<file path="config.mk">
export PLATFORM = sky130hd
export DESIGN_NAME = icache_responder
export DESIGN_NICKNAME = d
export VERILOG_FILES = /design/src/rtl/icache_responder.sv
export SDC_FILE = /design/constraint.sdc
export NUM_CORES = 1
export LEC_CHECK = 0
export CAP_MARGIN = 20
export CORE_MARGIN = 1
export CORE_UTILIZATION = 45
export CTS_CLUSTER_SIZE = 25
export DETAILED_ROUTE_END_ITERATION = 10
export MAX_ROUTING_LAYER = met4
export PLACE_DENSITY = 0.59
export SKIP_LAST_GASP = 1
export SLEW_MARGIN = 20
export SYNTH_ARGS = -nofsm -noshare
export SYNTH_HDL_FRONTEND = slang
export SYNTH_SLANG_ARGS = --single-unit
</file>
<file path="constraint.sdc">
create_clock -name CLK -period 9.4 [get_ports CLK]
set_clock_uncertainty 0.2 [all_clocks]
set_input_delay 1.41 -clock CLK [delete_from_list [all_inputs] [get_ports CLK]]
set_output_delay 1.41 -clock CLK [all_outputs]
set_load 0.02 [all_outputs]
</file>
<file path="src/rtl/icache_responder.sv">
// Direct-mapped, one-word-per-line instruction cache answering datapath fetches.
// Misses are refilled from the memory controller one word at a time.
module icache_responder #(
    parameter int unsigned SETS = 16
) (
    input  logic        CLK,
    input  logic        RST,
    input  logic        imemREN,
    input  logic [31:0] imemaddr,
    output logic        ihit,
    output logic [31:0] imemload,
    input  logic        iflush,
    output logic        iREN,
    output logic [31:0] iaddr,
    input  logic        iwait,
    input  logic [31:0] iload,
    output logic [31:0] hit_cnt,
    output logic [31:0] miss_cnt
);
    localparam int unsigned IDXW = $clog2(SETS);
    localparam int unsigned TAGW = 32 - 2 - IDXW;

    typedef enum logic {StIdle, StFill} state_e;

    state_e            r_state;
    state_e            w_state_next;
    logic [SETS-1:0]   r_valid;
    logic [TAGW-1:0]   r_tag  [SETS];
    logic [31:0]       r_data [SETS];
    logic [29:0]       r_miss_word;
    logic [31:0]       r_hit_cnt;
    logic [31:0]       r_miss_cnt;

    logic [IDXW-1:0]   w_idx;
    logic [TAGW-1:0]   w_tag;
    logic [IDXW-1:0]   w_fill_idx;
    logic              w_lhit;
    logic              w_miss_start;
    logic              w_fill_done;
    logic              w_unused_lsbs;

    // Byte-offset bits never select anything in a word-per-line cache.
    assign w_unused_lsbs = ^imemaddr[1:0];

    assign w_idx      = imemaddr[IDXW+1:2];
    assign w_tag      = imemaddr[31:IDXW+2];
    assign w_fill_idx = r_miss_word[IDXW-1:0];
    assign w_lhit     = r_valid[w_idx] && (r_tag[w_idx] == w_tag);

    always_comb begin
        w_state_next = r_state;
        w_miss_start = 1'b0;
        w_fill_done  = 1'b0;
        ihit         = 1'b0;
        iREN         = 1'b0;
        iaddr        = 32'd0;
        unique case (r_state)
            StIdle: begin
                ihit = imemREN && w_lhit;
                if (imemREN && !w_lhit && !iflush) begin
                    w_miss_start = 1'b1;
                    w_state_next = StFill;
                end
            end
            StFill: begin
                iREN  = 1'b1;
                iaddr = {r_miss_word, 2'b00};
                if (!iwait) begin
                    w_fill_done  = 1'b1;
                    w_state_next = StIdle;
                end
            end
            default: w_state_next = StIdle;
        endcase
    end

    assign imemload = r_data[w_idx];
    assign hit_cnt  = r_hit_cnt;
    assign miss_cnt = r_miss_cnt;

    always_ff @(posedge CLK) begin
        if (RST) begin
            r_state     <= StIdle;
            r_valid     <= '0;
            r_miss_word <= '0;
            r_hit_cnt   <= '0;
            r_miss_cnt  <= '0;
        end else begin
            r_state <= w_state_next;
            if (ihit) begin
                r_hit_cnt <= r_hit_cnt + 32'd1;
            end
            if (w_miss_start) begin
                r_miss_word <= imemaddr[31:2];
                r_miss_cnt  <= r_miss_cnt + 32'd1;
            end
            // A flush landing on the completing fill leaves the line invalid.
            if (iflush) begin
                r_valid <= '0;
            end else if (w_fill_done) begin
                r_valid[w_fill_idx] <= 1'b1;
            end
        end
    end

    // Tag and data carry no reset; validity alone guards them.
    always_ff @(posedge CLK) begin
        if (!RST && w_fill_done) begin
            r_tag[w_fill_idx]  <= r_miss_word[29:IDXW];
            r_data[w_fill_idx] <= iload;
        end
    end
endmodule

</file>
==> metrics.txt <==
TritonCTS Buffers 106; register share of total power 0.523; clk_lat worst skew 0.69 ns; largest family of logic cells by synthesized area multiplexers; DP Cell Count 3499; Most used DFF post-synth edfxtp_1; top cell type's share of synthesized area 0.671; adder-cell share of the synthesized area 0.000603; clock slew at reported path FFs 0.06 ns; Max Used Layer met4; DRT iter0 DRCs 1814; GRT Total Usage 0.224; Rows 111; initial antenna violation count 6; Final Non-Filler Cells 3705; EDFF count, synth 928; top-count cell post-synth edfxtp_1; fin crit share 0.820; slew margin rel. 0.321; Async SR Flop Fraction 0; max cap viols 0; slowest stage delay, CP 0.76 ns; FF+latch count, synth 1039; drt drc 0; area grow syn2layout 16.1%; mux cell area share after synthesis 0.162; routed vias/inst 5.86; Leak 0.0148 uW; nets 2492; WL final 101 mm; XOR/XNOR share of the synthesized area 0.00633; GRT overflow 0; complex-gate fraction of the synthesized area 0.0314; syn avg cell area 18.9 um2; Max Freq 130 MHz; simple-gate share of the synthesized area 0.0572; synth top area cells edfxtp_1 (67%), mux4_2 (13%), dfxtp_1 (5.4%), mux2i_1 (2.3%), nand2b_1 (1.2%); Resized cells post-CTS 0; H-tree depth 3; first-pass GRT wire length 149 mm; NetSw 2030 uW; RePlAce Congestion 0.865; CP bufs+invs 5; hold buffers post-CTS 0; Pwr Density 201 nW/um2; DRT Pass-1 Iters 7; clk buf depth 3; CP endpoint kind output port; Clock Power Share 0.428; run status finished, final reports clean; final core occ 0.527; Comb power frac 0.049; Yosys Warn Count 0; Initial Utilization 0.454; number of global-route vias before repair 22319; RSZ-0062 raised after global routing false; total power 9680 uW; setup violators final 0; Wirelength per Cell 27.2 um; CTS Sinks 1039; HPWL after DPL 54.5 mm; CP Max Fanout 77; kind of cell adding the most delay to the critical path buffers and inverters; Die Span Y 306 um; CTS root buf clkbuf_16; Final Hold Viols 0; worst hold path type register to register; I/O pins 199; Met2 Wirelength 50.3 mm; via count 21723; Final min period 7.71 ns; Antenna Nets Post-Route 0; number of unique standard cell types used by synthesis 67; sum of negative setup slack 0 ns; met3 WL 5.79 mm; CTS tree done; Pint 7650 uW; cell taking the most area after synthesis edfxtp_1; met1 WL 42.9 mm; Startpoint Class primary input; synthesized area 41500 um2; critical-path cell list clkbuf_8, buf_4, mux2_2, o22ai_1, nor3_1, o221ai_1, o41a_1, nor3_1, nand4_1, buf_4, inv_1, clkdlybuf4s50_1; Worst EP arrival 6.10 ns; PortBufs 194; Slew @ Worst Pin 1.02 ns; critical path's slowest cell buf_4; top post-synthesis cells by count edfxtp_1 (928), mux4_2 (246), dfxtp_1 (111); CP Data Required Time 7.79 ns; Max rail drop VDD 0.000157 V; core area 91500 um2; largest net degree at the start of global routing 96; share of layout cells above drive strength 1 0.191; die width 306 um; Post-CTS Setup Repair Bufs 0; Post-Syn Instances 2202; critical path class primary input to output port; Seq/Total Area, Yosys 0.725; pins over their slew limit 0; total die area 93500 um2; sw frac 0.210
-- per-stage QoR --
stage | area [um2] | setup slack (ns) | hold WS [ns]
2_1_floorplan | 41500 | 2.74 | 0.231
3_3_place_gp | 44700 | 1.86 | 0.245
6_report | 48200 | 1.69 | 0.266
4_1_cts | 48200 | 1.82 | 0.267
5_1_grt | 48200 | 1.54 | 0.300
3_5_place_dp | 44700 | 1.83 | 0.253
-- worst paths after layout --
check	startpoint	end	slack (ns)	cells past startpoint
max	imemaddr[4]	ihit	1.69	12
max reg2reg	r_tag[5][9]	hit_cnt[31]	4.76	9
min reg2reg	r_valid[15]	r_valid[15]	0.27	2
min	r_valid[15]	r_valid[15]	0.27	2
-- power by group through the flow --
stage / clock network [uW] / logic [uW] / registers [uW]
after floorplan: 0 / 297 / 5150
after global placement: 0 / 474 / 5160
after detailed placement: 0 / 480 / 5170
after CTS: 4230 / 482 / 5070
after global routing: 4400 / 508 / 5070
final: 4140 / 474 / 5070
-- layer usage --
metal,vias to the layer above,global-route usage
met1,11491,0.296
met5,-,-
met3,138,0.0393
li1,9426,-
met4,0,0.0526
met2,668,0.364
-- cells in the final DEF, fill, tap and decap left out, types with 10 or more instances in the layout --
cell / count
xor2_1: 11
a21oi_1: 79
o31ai_1: 33
or3_1: 29
nand3_1: 35
o21ai_0: 27
nor2b_1: 22
clkinv_2: 18
inv_1: 16
dfxtp_1: 110
edfxtp_1: 928
nand2b_1: 76
clkbuf_16: 109
or4_1: 33
mux2i_1: 95
nand4_1: 21
mux2_2: 16
clkbuf_1: 40
buf_4: 40
xnor2_1: 19
clkdlybuf4s50_1: 189
nor2_4: 16
nor3_1: 19
nor2_1: 51
and2_1: 37
nand2_1: 49
mux4_2: 246
o22ai_1: 13
clkinv_1: 12
and3_1: 10
-- flip-flops by register name, indices dropped and copies added, names as in the netlist --
signal       count
r_miss_word     30
r_state          1
r_valid         16
r_data         512
miss_cnt        32
hit_cnt         32
r_tag          416
-- cell type report --
| cell class | instances | area [um2] |
|---|---|---|
| diodes | 7 | 17.5 |
| flip-flops and latches | 1039 | 30100 |
| multi-input cells | 1023 | 10800 |
| well taps | 1186 | 1480 |
| repair buffers | 233 | 2240 |
| fillers | 7166 | 43300 |
| clock buffers | 155 | 2950 |
| clock inverters | 44 | 502 |
| inverters | 18 | 70.1 |
-- worst register-to-register path, stage by stage (launching register included) --
cell	delay [ns]
edfxtp_1	0.37
mux4_2	0.48
mux4_2	0.47
xnor2_1	0.54
nand2_1	0.12
a211o_1	0.28
nor3_1	0.45
nand4_1	0.80
or4_1	0.69
a21oi_1	0.15
-- cells by family (layout without fill, tap and decap cells) --
family	count (synthesis)	count (layout)
AOI/OAI and AO/OA	202	202
adders and majority gates	2	2
xor gates and xnor gates	30	30
muxes	362	362
and+or+nand+nor	425	425
buffers and inverters	141	450
other	1	9
DFF	1039	1039
Note: power is estimated with default switching activity, not from simulation.
